## src/rtl/mmcm_ps_sequencer_pkg.sv

```systemverilog
// mmcm_ps_pkg: state and result encodings shared with the digitizer config register map
package mmcm_ps_pkg;
  typedef enum logic [2:0] {IDLE, PULSE, WAIT, SETTLE, FINISH} state_e;
  typedef enum logic [1:0] {RES_OK, RES_UNLOCK, RES_TIMEOUT, RES_ABORT} res_e;
endpackage

```

## src/rtl/mmcm_ps_sequencer_if.sv

```systemverilog
// mmcm_ps_sequencer_if: host command/status plus MMCM dynamic phase-shift signals
interface mmcm_ps_sequencer_if #(
  parameter int cw = 16
);
  logic          start, abort, mmcm_locked, psdone;
  logic          psen, psincdec, busy, done;
  logic [cw-1:0] steps, remaining, position;
  logic [1:0]    result;
  modport master (
    output start, steps, abort, mmcm_locked, psdone,
    input  psen, psincdec, busy, done, result, remaining, position
  );
  modport slave (
    input  start, steps, abort, mmcm_locked, psdone,
    output psen, psincdec, busy, done, result, remaining, position
  );
endinterface

```

## src/rtl/mmcm_ps_sequencer.sv

```systemverilog
// mmcm_ps_sequencer: turns a signed step request into paced psen/psdone pairs on the MMCM,
// tracking net phase position and reporting lock loss, psdone timeout and abort.
module mmcm_ps_sequencer
  import mmcm_ps_pkg::*;
#(
  parameter int cw     = 16,
  parameter int tw     = 8,
  parameter int settle = 4
) (
  input logic                lb_clk,
  input logic                lb_rst_n,
  mmcm_ps_sequencer_if.slave host
);
  localparam logic [tw-1:0] TMAX = '1;
  localparam logic [tw-1:0] SMAX = tw'(settle);
  state_e        state_q, state_d;
  res_e          res_q, res_d;
  logic          dir_q, dir_d, abort_q, abort_d, abort_p, active;
  logic          psen_q, psincdec_q, busy_q, done_q;
  logic [cw-1:0] rem_q, rem_d, pos_q, pos_d;
  logic [tw-1:0] cnt_q, cnt_d;
  assign active  = state_q inside {PULSE, WAIT, SETTLE};
  assign abort_p = abort_q | (host.abort & busy_q);
  always_comb begin
    state_d = state_q;
    res_d   = res_q;
    dir_d   = dir_q;
    rem_d   = rem_q;
    pos_d   = pos_q;
    cnt_d   = cnt_q + tw'(1);
    case (state_q)
      IDLE: if (host.start) begin
        dir_d   = ~host.steps[cw-1];
        rem_d   = host.steps[cw-1] ? -host.steps : host.steps;
        state_d = (host.steps == '0 || !host.mmcm_locked) ? FINISH : PULSE;
        res_d   = (host.steps != '0 && !host.mmcm_locked) ? RES_UNLOCK : RES_OK;
      end
      // the counter starts at 1 here so the timeout lands 2^tw-1 cycles after psen
      PULSE: begin
        cnt_d   = tw'(1);
        state_d = WAIT;
      end
      WAIT: if (host.psdone) begin
        pos_d   = dir_q ? pos_q + cw'(1) : pos_q - cw'(1);
        rem_d   = rem_q - cw'(1);
        cnt_d   = '0;
        state_d = (rem_q == cw'(1) || abort_p) ? FINISH : SETTLE;
        res_d   = (rem_q != cw'(1) && abort_p) ? RES_ABORT : res_q;
      end else if (cnt_d == TMAX) begin
        state_d = FINISH;
        res_d   = RES_TIMEOUT;
      end
      SETTLE: if (abort_p) begin
        state_d = FINISH;
        res_d   = RES_ABORT;
      end else if (cnt_q == SMAX) state_d = PULSE;
      default: state_d = IDLE;
    endcase
    // lock loss overrides every other outcome and freezes the step count
    if (!host.mmcm_locked) begin
      pos_d = '0;
      if (active) begin
        state_d = FINISH;
        res_d   = RES_UNLOCK;
        rem_d   = rem_q;
      end
    end
    abort_d = abort_p & (state_d inside {PULSE, WAIT, SETTLE});
  end
  always_ff @(posedge lb_clk or negedge lb_rst_n) begin
    if (!lb_rst_n) begin
      state_q    <= IDLE;
      res_q      <= RES_OK;
      dir_q      <= 1'b0;
      abort_q    <= 1'b0;
      rem_q      <= '0;
      pos_q      <= '0;
      cnt_q      <= '0;
      psen_q     <= 1'b0;
      psincdec_q <= 1'b0;
      busy_q     <= 1'b0;
      done_q     <= 1'b0;
    end else begin
      state_q    <= state_d;
      res_q      <= res_d;
      dir_q      <= dir_d;
      abort_q    <= abort_d;
      rem_q      <= rem_d;
      pos_q      <= pos_d;
      cnt_q      <= cnt_d;
      psen_q     <= state_d == PULSE;
      psincdec_q <= (state_d == PULSE) ? dir_d : psincdec_q;
      busy_q     <= state_d != IDLE;
      done_q     <= state_d == FINISH;
    end
  end
  assign host.psen      = psen_q;
  assign host.psincdec  = psincdec_q;
  assign host.busy      = busy_q;
  assign host.done      = done_q;
  assign host.result    = res_q;
  assign host.remaining = rem_q;
  assign host.position  = pos_q;
endmodule

```

## src/flat_wrapper.sv

```systemverilog
// flat-port wrapper written by rule: the top's interface ports become plain ports
module mmcm_ps_sequencer_flat import mmcm_ps_pkg::*;
#(
  parameter int cw     = 16,
  parameter int tw     = 8,
  parameter int settle = 4
)
  (lb_clk, lb_rst_n, host_start, host_steps, host_abort, host_mmcm_locked, host_psdone, host_psen, host_psincdec, host_busy, host_done, host_result, host_remaining, host_position);
  mmcm_ps_sequencer_if #(.cw(cw)) host_i ();
  input logic lb_clk;
  input logic lb_rst_n;
  input wire logic [$bits(host_i.start)-1:0] host_start;
  input wire logic [$bits(host_i.steps)-1:0] host_steps;
  input wire logic [$bits(host_i.abort)-1:0] host_abort;
  input wire logic [$bits(host_i.mmcm_locked)-1:0] host_mmcm_locked;
  input wire logic [$bits(host_i.psdone)-1:0] host_psdone;
  output wire logic [$bits(host_i.psen)-1:0] host_psen;
  output wire logic [$bits(host_i.psincdec)-1:0] host_psincdec;
  output wire logic [$bits(host_i.busy)-1:0] host_busy;
  output wire logic [$bits(host_i.done)-1:0] host_done;
  output wire logic [$bits(host_i.result)-1:0] host_result;
  output wire logic [$bits(host_i.remaining)-1:0] host_remaining;
  output wire logic [$bits(host_i.position)-1:0] host_position;
  assign host_i.start = host_start;
  assign host_i.steps = host_steps;
  assign host_i.abort = host_abort;
  assign host_i.mmcm_locked = host_mmcm_locked;
  assign host_i.psdone = host_psdone;
  assign host_psen = host_i.psen;
  assign host_psincdec = host_i.psincdec;
  assign host_busy = host_i.busy;
  assign host_done = host_i.done;
  assign host_result = host_i.result;
  assign host_remaining = host_i.remaining;
  assign host_position = host_i.position;
  mmcm_ps_sequencer #(.cw(cw), .tw(tw), .settle(settle)) u_core (.lb_clk(lb_clk), .lb_rst_n(lb_rst_n), .host(host_i));
endmodule
```

## config.mk

```make
export PLATFORM = sky130hd
export DESIGN_NAME = mmcm_ps_sequencer_flat
export DESIGN_NICKNAME = d
export VERILOG_FILES = /design/src/rtl/mmcm_ps_sequencer_pkg.sv /design/src/rtl/mmcm_ps_sequencer_if.sv /design/src/rtl/mmcm_ps_sequencer.sv /design/src/flat_wrapper.sv
export SDC_FILE = /design/constraint.sdc
export NUM_CORES = 1
export LEC_CHECK = 0
export CAP_MARGIN = 20
export CORE_MARGIN = 2
export CORE_UTILIZATION = 28
export CTS_BUF_LIST = sky130_fd_sc_hd__clkbuf_16
export CTS_CLUSTER_DIAMETER = 150
export DETAILED_ROUTE_END_ITERATION = 10
export REMOVE_ABC_BUFFERS = 1
export SLEW_MARGIN = 15
export SYNTH_ARGS = -nofsm -noshare
export SYNTH_HDL_FRONTEND = slang
export SYNTH_SLANG_ARGS = --single-unit
```

## constraint.sdc

```tcl
create_clock -name lb_clk -period 4.3 [get_ports lb_clk]
set_clock_uncertainty 0.15 [all_clocks]
set_input_delay 1.29 -clock lb_clk [delete_from_list [all_inputs] [get_ports lb_clk]]
set_output_delay 1.29 -clock lb_clk [all_outputs]
set_load 0.01 [all_outputs]
```

==> results of run 1 <==
==> state kept, by name (all words and copies together), names as in the netlist <==
| signal | count |
|---|---|
| u_core.abort_q | 1 |
| u_core.cnt_q | 8 |
| u_core.dir_q | 1 |
| u_core.host.busy | 1 |
| u_core.host.done | 1 |
| u_core.host.position | 16 |
| u_core.host.psen | 1 |
| u_core.host.psincdec | 1 |
| u_core.host.remaining | 16 |
| u_core.host.result | 2 |
| u_core.state_q | 3 |
==> worst max-delay path: cells and delay by family <==
kind / cells / cell delay, ps
and+or+nand+nor: 3 / 1250
AOI/OAI and AO/OA: 3 / 590
buffers and inverters: 1 / 490
==> kinds of logic (layout without fill, tap and decap cells) <==
logic type      after synthesis  count (layout)
fa+ha+maj                    21              21
flops                        51              51
xor+xnor                     24              24
compound gates              149             149
mux                           4               4
simple gates                166             166
buf+inv                      33              92
==> layout make-up <==
type                            count  area (sq um)  area share [%]
Timing Repair Buffer               68         653.1           13.77
Sequential cell                    51          1276           26.91
Multi-Input combinational cell    364          2397           50.54
Tap cell                          176         220.2           4.643
Inverter                           16         60.06           1.266
Clock inverter                      3         11.26          0.2374
Clock buffer                        5         125.1           2.638
==> final timing paths <==
kind                                            to  slack [ps]  cells past startpoint
setup / recovery                  u_core.host.busy         730                      7
hold reg to reg               u_core.host.psincdec         350                      1
max in group asynchronous    u_core.host.result[1]        2460                      2
setup reg to reg              u_core.host.psincdec        1440                      6
min in group asynchronous  u_core.host.position[5]         870                      1
hold / removal                u_core.host.psincdec         350                      1
==> power by group through the flow <==
stage	logic, W	clock network, W	registers [W]
2_1_floorplan	0.00105	0	0.000907
3_3_place_gp	0.00165	0	0.000916
3_5_place_dp	0.00169	0	0.000920
4_1_cts	0.00170	0.000403	0.000912
5_1_grt	0.00189	0.000418	0.000952
6_report	0.00170	0.000389	0.000908
==> layout by cell type (no fill, tap or decap), types with 4 or more instances in the layout <==
cell             netlist  routed
nor2_1                33      33
o21a_1                 6       6
and2_1                 5       5
o31ai_1                9       9
nand2_1               43      43
nor2b_1                5       5
nor3_1                16      15
a21oi_1               29      29
dfrtp_1               51      51
a21o_1                 7       7
inv_1                 15      16
and3_1                 6       6
or3_1                  6       6
a22oi_1                4       4
o21bai_1               6       6
ha_1                  20      20
xor2_1                10      10
a31oi_1                8       8
o21ai_0               37      37
nor3b_1                4       4
nand2b_1               8       8
xnor2_1               14      14
clkdlybuf4s50_1        0      58
clkbuf_16              0       5
buf_4                  0       9
nor4_1                 5       5
a21boi_0               4       4
nand3_1               20      20
==> layer usage <==
layer / global-route usage, % / routed length (microns) / part of all wire, % / vias up
met5: 0 / 0 / 0 / -
met4: 2.762 / 40 / 0.38 / 0
met3: 2.217 / 433 / 4.1 / 2
met2: 25.42 / 5195 / 50 / 98
met1: 19.07 / 4800 / 46 / 1763
li1: - / - / - / 1778
==> per-stage QoR <==
stage	hold slack, ps	instance area, sq um	setup WS, ps
finish	350.8	4743	734.0
floorplan	351.9	3729	1277
global placement	320.9	4607	550.2
CTS	355.6	4743	786.0
global route	381.5	4743	496.2
detailed placement	340.1	4607	493.0
==> results.py, run 1 <==
metrics = {
    "worst_setup_path": {
        "cp_slowest_cell": "nor4_1",
        "crit_fanout": 5,
        "crit_arrival_ps": 3630,
        "cp-startpoint": "host_steps[11]",
        "crit_type": "input port to flip-flop",
        "crit_path_max_incr_delay_ps": 570,
        "cp.required_ps": 4360,
        "cp_cell_sequence": "clkdlybuf4s50_1, nor4_1, nand4_1, or2_2, a41o_1, a31oi_1, o21bai_1",
        "start_kind": "input port",
        "critPathCaptureType": "flip-flop",
        "r2r-start": "u_core.host.remaining[10]",
    },
    "outcome": {
        "status": "finished clean",
    },
    "sta": {
        "max_freq_mhz": 280.4,
        "setup-violations-final": 0,
        "rsz0062_at_grt": "false",
        "fin_crit_ps": 3566,
        "worst_pin_slew_ps": 646.1,
        "max-slew-margin-rel_pct": 56.93,
        "post-route-period-util_pct": 82.93,
        "setup_tns_ps": 0,
        "maxSlewViolCount": 0,
        "finalHoldViolations": 0,
    },
    "grt": {
        "gr-total-overflow": 0,
        "antenna_found_initial": 0,
        "grtUsageTotal_pct": 14.53,
        "grt_pass1_vias": 3546,
        "grt_max_degree": 27,
        "grt_pass1_wl_microns": 17290,
    },
    "synth": {
        "synth.top_cell.area_share_pct": 33.65,
        "netlist.top_cell.by_area": "dfrtp_1",
        "async_flop_share_pct": 100.0,
        "synth_simple_gate_area_share_pct": 22.37,
        "yosysSeqAreaShare_pct": 33.65,
        "synth_top_family_by_area": "compound AO/OA/AOI/OAI gates",
        "netlist_top_cells_count": "51 x dfrtp_1, 43 x nand2_1, 37 x o21ai_0, 33 x nor2_1, 29 x a21oi_1",
        "synthXorXnorAreaFrac_pct": 5.543,
        "synthTopCellsByArea": "dfrtp_1 34%, ha_1 6.6%, o21ai_0 4.9%, nand2_1 4.3%, a21oi_1 3.8%",
        "ys_ff_latch": 51,
        "synth_edf_count": 0,
        "synth_cell_type_count": 63,
        "synth_top_flop_cell": "dfrtp_1",
        "synth.area.mux_share_pct": 1.089,
        "synth_most_common_cell": "dfrtp_1",
        "synth_fa_ha_area_share_pct": 7.126,
        "synth_compound_area_share_pct": 26.95,
        "postSynthCellCount": 448,
        "postSynthAreaPerCell_sq_um": 8.465,
        "yosysWarnings": 0,
        "syn_area_sq_mm": 0.003792,
    },
    "layout": {
        "drive_above_1_share_pct": 5.523,
        "syn2layout_area_growth_pct": 25.07,
        "antenna_cells": 0,
        "n_fill_cell": 1381,
        "final_cells": 683,
        "nets": 549,
        "final_util_pct": 35.82,
    },
    "placed_design": {
        "dpl.hpwl_microns": 7851,
        "io_buffers": 59,
        "gp_congestion": 0.8798,
        "dp.cells": 675,
    },
    "routing": {
        "drt_first_iter_violations": 224,
        "first_pass_iters": 4,
        "via_per_inst": 5.331,
        "dr_total_vias": 3641,
        "wl_microns": 10470,
        "avgRoutedWirePerCell_microns": 15.33,
        "ant_nets": 0,
        "drc_errors": 0,
    },
    "floorplanning": {
        "dieHeight_microns": 120.4,
        "core_area_sq_mm": 0.01324,
        "io_pins": 60,
        "row_count": 42,
        "start_util_pct": 28.64,
        "die_area_sq_mm": 0.01449,
        "die_x_microns": 120.4,
    },
    "clock_tree": {
        "cts_hold_buf": 0,
        "clkLatencyLatePin_ps": 290,
        "clk_pin_slew_worst_paths_ps": 70,
        "post_cts_resized": 0,
        "clk_path_buf_depth": 2,
        "cts_setup_buffers": 0,
        "cts_tree": "built",
        "cts_root_buffer": "clkbuf_16",
        "clkSinkCount": 51,
        "cts_htree_levels": 2,
        "cts_made_buffers": 5,
    },
    "run": {
        "drv_cap": 0,
    },
    "power_and_ir_drop": {
        "p_switching_w": 0.001337,
        "power_w": 0.002994,
        "p_int_w": 0.001657,
        "leakagePower_nw": 1.865,
        "clockPowerShare_pct": 13.0,
        "power_frac_comb_pct": 56.7,
        "seq_power_share_pct": 30.3,
        "ir_worst_vdd_mv": 0.2304,
        "power.density_mw_per_mm2": 631.3,
        "swShare_pct": 44.65,
    },
    "hold_path": {
        "min-delay-path-class": "flip-flop to flip-flop",
        "min_from": "u_core.host.psincdec",
    },
}
Power figures use the tool's default switching activity.
==> inputs of run 2 (changes only) <==
- clock period: 4.3 -> 3.35 ns (I/O delays scaled with it)
==> run 2 against run 1 <==
- die area did not move
- final cell count rose by 2.3%
- critical path type unchanged
- non-clock buffer count rose by 16
- hold slack improved by 17 ps
- cell area rose by 2.6%
==> results.py, run 2 (synthesis results as in run 1) <==
metrics = {
    "worst_setup_path": {
        "r2r-start": "u_core.host.remaining[10]",
        "crit_fanout": 3,
        "start_kind": "input port",
        "critPathCaptureType": "flip-flop",
        "crit_path_max_incr_delay_ps": 420,
        "critPathBufInv": 2,
        "cp_cell_sequence": "clkdlybuf4s50_1, inv_1, ha_1, nor3b_1, nand4_1, or2_2, a41o_1, a31oi_1, o21bai_1",
        "critPathTopFamily": "simple AND/OR/NAND/NOR gates",
        "ff2ff_path_depth": 6,
        "cp.required_ps": 3410,
        "r2r_slack_ps": 500,
        "crit_type": "input port to flip-flop",
        "cp_slowest_cell": "clkdlybuf4s50_1",
        "crit_arrival_ps": 3140,
        "rr_endpoint": "u_core.host.psincdec",
    },
    "clock_tree": {
        "cts_htree_levels": 2,
        "cts_tree": "built",
        "cts_made_buffers": 5,
        "cts_root_buffer": "clkbuf_16",
        "cts_hold_buf": 0,
        "post_cts_resized": 0,
        "cts_setup_buffers": 0,
        "clkSinkCount": 51,
        "clkLatencyLatePin_ps": 290,
        "clk_pin_slew_worst_paths_ps": 70,
        "clk_path_buf_depth": 2,
    },
    "hold_path": {
        "whs_path_depth": 1,
        "min_from": "u_core.host.psincdec",
        "hold_path_end": "u_core.host.psincdec",
        "min-delay-path-class": "flip-flop to flip-flop",
    },
    "floorplanning": {
        "die_x_microns": 120.4,
        "core_area_sq_mm": 0.01324,
        "row_count": 42,
        "io_pins": 60,
        "die_area_sq_mm": 0.01449,
        "start_util_pct": 28.64,
        "dieHeight_microns": 120.4,
    },
    "placed_design": {
        "gp_congestion": 0.8573,
        "dpl.hpwl_microns": 7994,
        "placed_area_sq_mm": 0.004727,
        "io_buffers": 59,
        "dp_slack_ps": -39.76,
    },
    "layout": {
        "final_cell_mix": "58 x clkdlybuf4s50_1, 51 x dfrtp_1, 43 x nand2_1",
        "drive_above_1_share_pct": 8.987,
        "nets": 565,
        "multi_input_area_sq_mm": 0.002397,
        "final_common_cell": "clkdlybuf4s50_1",
        "syn2layout_area_growth_pct": 28.34,
        "antenna_cells": 0,
        "ff_latch_area_sq_mm": 0.001276,
        "final_util_pct": 36.75,
        "n_fill_cell": 1397,
        "fin_area_sq_mm": 0.004867,
    },
    "routing": {
        "avgRoutedWirePerCell_microns": 15.06,
        "dr_total_vias": 3712,
        "drt_first_iter_violations": 372,
        "via_per_inst": 5.310,
        "first_pass_iters": 5,
        "ant_nets": 0,
        "drc_errors": 0,
        "wl_microns": 10530,
    },
    "sta": {
        "max-slew-margin-rel_pct": 37.33,
        "setup-violations-final": 0,
        "rsz0062_at_grt": "false",
        "worst_pin_slew_ps": 940.0,
        "finalHoldViolations": 0,
        "fin_crit_ps": 3076,
        "maxSlewViolCount": 0,
        "holdWs_ps": 368.0,
        "max_freq_mhz": 325.1,
        "post-route-period-util_pct": 91.81,
        "finalWorstSetupSlack_ps": 274.5,
    },
    "grt": {
        "grt_pass1_wl_microns": 17500,
        "grtUsageTotal_pct": 14.93,
        "grt_max_degree": 39,
        "gr-total-overflow": 0,
        "antenna_found_initial": 0,
        "grt_pass1_vias": 3535,
    },
    "power_and_ir_drop": {
        "power_w": 0.003868,
        "leakagePower_nw": 1.947,
        "power.density_mw_per_mm2": 794.6,
        "ir_worst_vdd_mv": 0.3372,
    },
    "outcome": {
        "status": "finished clean",
    },
    "run": {
        "drv_cap": 0,
    },
}
run 2: cell types whose count changed in the layout (fill, tap and decap cells not counted), sizes merged:
cell / delta
buf: +16
clkinv: +1
inv: -1
run 2: power by group:
group          internal [W]  switching (W)  total (W)
Sequential         0.000844       0.000325    0.00117
Clock              0.000273       0.000229   0.000502
Combinational       0.00103        0.00116    0.00220
Total               0.00215        0.00172    0.00387
run 2: worst reg2reg max path, stage by stage, from the launching register on:
cell and delay, ps:
dfrtp_1 470, or4_4 560, or4b_4 570, o311ai_4 250, a21oi_2 100, nor4_4 310
mux2_1 340
run 2: per-layer routing:
| layer | global-route usage, % | wire [microns] | vias to the layer above | share of wire [%] |
|---|---|---|---|---|
| met5 | 0 | 0 | - | 0 |
| met4 | 3.706 | 94 | 0 | 0.89 |
| met3 | 2.170 | 449 | 9 | 4.3 |
| met2 | 26.34 | 5205 | 109 | 49 |
| met1 | 19.13 | 4775 | 1781 | 45 |
| li1 | - | - | 1813 | - |
run 2: worst max-delay path by stage:
stage	start	end	slack [ps]	cells after the start
after floorplan	host_steps[0]	u_core.host.remaining[8]	610	8
after global placement	host_steps[0]	u_core.host.busy	40	9
after detailed placement	host_steps[13]	u_core.host.busy	-40	8
after CTS	host_steps[13]	u_core.host.busy	250	8
after global routing	host_steps[0]	u_core.host.busy	120	9
final	host_steps[0]	u_core.host.busy	270	9
run 2: layout make-up:
type	count	share of cell area, %
Clock buffer	5	2.571
Clock inverter	3	0.3085
Inverter	16	1.234
Multi-Input combinational cell	364	49.25
Sequential cell	51	26.22
Tap cell	176	4.524
Timing Repair Buffer	84	15.89
run 2: metrics by stage:
| stage | setup TNS [ps] | instances |
|---|---|---|
| detailed placement | -39.76 | 691 |
| global route | 0 | 699 |
| finish | 0 | 699 |
| CTS | 0 | 699 |
| global placement | 0 | 691 |
| floorplan | 0 | 431 |
==> inputs of run 3 (changes only) <==
- CORE_MARGIN: 2 -> 4
- TNS_END_PERCENT: default -> 100
==> run 3 against run 2 <==
- cell area shrank 0.21%
- die area grew 6.8%
- setup slack got worse by 4.1 ps
- register-to-register slack worse by 30 ps
- power shrank 0.27%
- critical endpoint unchanged
- largest power group unchanged
- highest routed layer unchanged
==> results.py, run 3 (synthesis results as in run 1) <==
metrics = {
    "outcome": {
        "status": "finished clean",
    },
    "routing": {
        "route.met2.wl_microns": 5083,
        "via_per_inst": 5.331,
        "highest_layer": "met4",
        "wl_met3_microns": 536,
        "avgRoutedWirePerCell_microns": 15.24,
        "dr_total_vias": 3721,
        "drc_errors": 0,
        "drt_first_iter_violations": 266,
        "ant_nets": 0,
        "first_pass_iters": 5,
        "wl_microns": 10640,
        "wl_met1_microns": 4899,
    },
    "worst_setup_path": {
        "crit_arrival_ps": 3140,
        "start_kind": "input port",
        "r2r-start": "u_core.host.remaining[10]",
        "cp_slowest_cell": "clkdlybuf4s50_1",
        "ff2ff_path_depth": 6,
        "crit_type": "input port to flip-flop",
        "cp.required_ps": 3410,
        "crit_path_max_incr_delay_ps": 420,
        "cp_cell_sequence": "clkdlybuf4s50_1, inv_1, ha_1, nor3b_1, nand4_1, or2_2, a41o_1, a31oi_1, o21bai_1",
        "critPathBufInv": 2,
        "cp_num_cells": 9,
        "critPathTopFamily": "simple AND/OR/NAND/NOR gates",
        "crit_fanout": 3,
        "critPathCaptureType": "flip-flop",
        "cp-startpoint": "host_steps[0]",
    },
    "power_and_ir_drop": {
        "clockPowerShare_pct": 12.9,
        "p_int_w": 0.002144,
        "power_frac_comb_pct": 56.9,
        "ir_worst_vdd_mv": 0.3394,
        "power.density_mw_per_mm2": 794.1,
        "p_switching_w": 0.001713,
        "seq_power_share_pct": 30.2,
        "leakagePower_nw": 1.946,
        "swShare_pct": 44.40,
        "power_w": 0.003857,
    },
    "sta": {
        "fin_crit_ps": 3080,
        "setup-violations-final": 0,
        "max_freq_mhz": 324.7,
        "rsz0062_at_grt": "false",
        "worst_pin_slew_ps": 561.3,
        "post-route-period-util_pct": 91.93,
        "max-slew-margin-rel_pct": 62.54,
        "maxSlewViolCount": 0,
        "holdWs_ps": 363.4,
        "finalHoldViolations": 0,
    },
    "hold_path": {
        "min-delay-path-class": "flip-flop to flip-flop",
        "whs_path_depth": 1,
        "min_from": "u_core.host.remaining[13]",
    },
    "clock_tree": {
        "cts_tree": "built",
        "cts_setup_buffers": 0,
        "cts_made_buffers": 5,
        "clk_pin_slew_worst_paths_ps": 70,
        "cts_root_buffer": "clkbuf_16",
        "clkSinkCount": 51,
        "clkLatencyLatePin_ps": 290,
        "cts_hold_buf": 0,
        "clk_path_buf_depth": 2,
        "post_cts_resized": 0,
        "cts_htree_levels": 2,
    },
    "grt": {
        "grt_pass1_vias": 3615,
        "grt_max_degree": 29,
        "antenna_found_initial": 0,
        "grt_pass1_wl_microns": 17940,
        "gr-total-overflow": 0,
        "grtUsageTotal_pct": 13.65,
    },
    "placed_design": {
        "gp_congestion": 0.8935,
        "io_buffers": 59,
        "dpl.hpwl_microns": 8109,
        "dp.cells": 690,
    },
    "layout": {
        "ff_latch_area_sq_mm": 0.001276,
        "syn2layout_area_growth_pct": 28.08,
        "final_common_cell": "clkdlybuf4s50_1",
        "drive_above_1_share_pct": 8.429,
        "final_cells": 698,
        "n_fill_cell": 1372,
        "final_cell_mix": "58 x clkdlybuf4s50_1, 51 x dfrtp_1, 43 x nand2_1",
        "antenna_cells": 0,
        "multi_input_area_sq_mm": 0.002397,
        "nets": 564,
    },
    "floorplanning": {
        "die_area_sq_mm": 0.01547,
        "die_x_microns": 124.4,
        "start_util_pct": 28.64,
        "core_area_sq_mm": 0.01324,
        "io_pins": 60,
        "dieHeight_microns": 124.4,
        "row_count": 42,
    },
    "run": {
        "drv_cap": 0,
    },
}
[run 3: cell types whose count changed in the layout (fill, tap and decap cells not counted), sizes merged]
cell    change
clkinv      -2
inv         +2
buf         -1
[run 3: metrics by stage]
stage,setup WS (ps),instance area (sq um),util (%),setup TNS (ps)
2_1_floorplan,612.2,3729,-,0
4_1_cts,262.6,4857,36.68,0
3_5_place_dp,-35.05,4720,35.64,-35.05
5_1_grt,4.990,4857,36.68,0
3_3_place_gp,-0.5318,4720,35.64,-0.5318
6_report,270.4,4857,36.68,0
[run 3: cell type report]
type | count | share of cell area (%)
Sequential cell | 51 | 26.28
Multi-Input combinational cell | 364 | 49.36
Clock inverter | 3 | 0.2576
Inverter | 16 | 1.236
Tap cell | 176 | 4.534
Clock buffer | 5 | 2.576
Timing Repair Buffer | 83 | 15.77
[run 3: final timing paths]
kind,end,slack [ps]
setup / recovery,u_core.host.busy,270
hold / removal,u_core.host.remaining[13],360
setup reg to reg,u_core.host.psincdec,470
hold reg to reg,u_core.host.remaining[13],360
max in group asynchronous,u_core.host.remaining[0],2190
min in group asynchronous,u_core.host.position[7],570
[run 3: power by group through the flow]
stage / combinational [W] / sequential, W / clock (W)
floorplan: 0.00134 / 0.00116 / 0
finish: 0.00219 / 0.00116 / 0.000499
detailed placement: 0.00219 / 0.00117 / 0
global placement: 0.00214 / 0.00117 / 0
CTS: 0.00221 / 0.00116 / 0.000513
global route: 0.00245 / 0.00121 / 0.000541
[run 3: layer usage]
layer	vias up	GRT usage, %
met1	1780	18.84
met2	122	22.33
li1	1808	-
met5	-	0
met4	0	2.837
met3	11	2.573
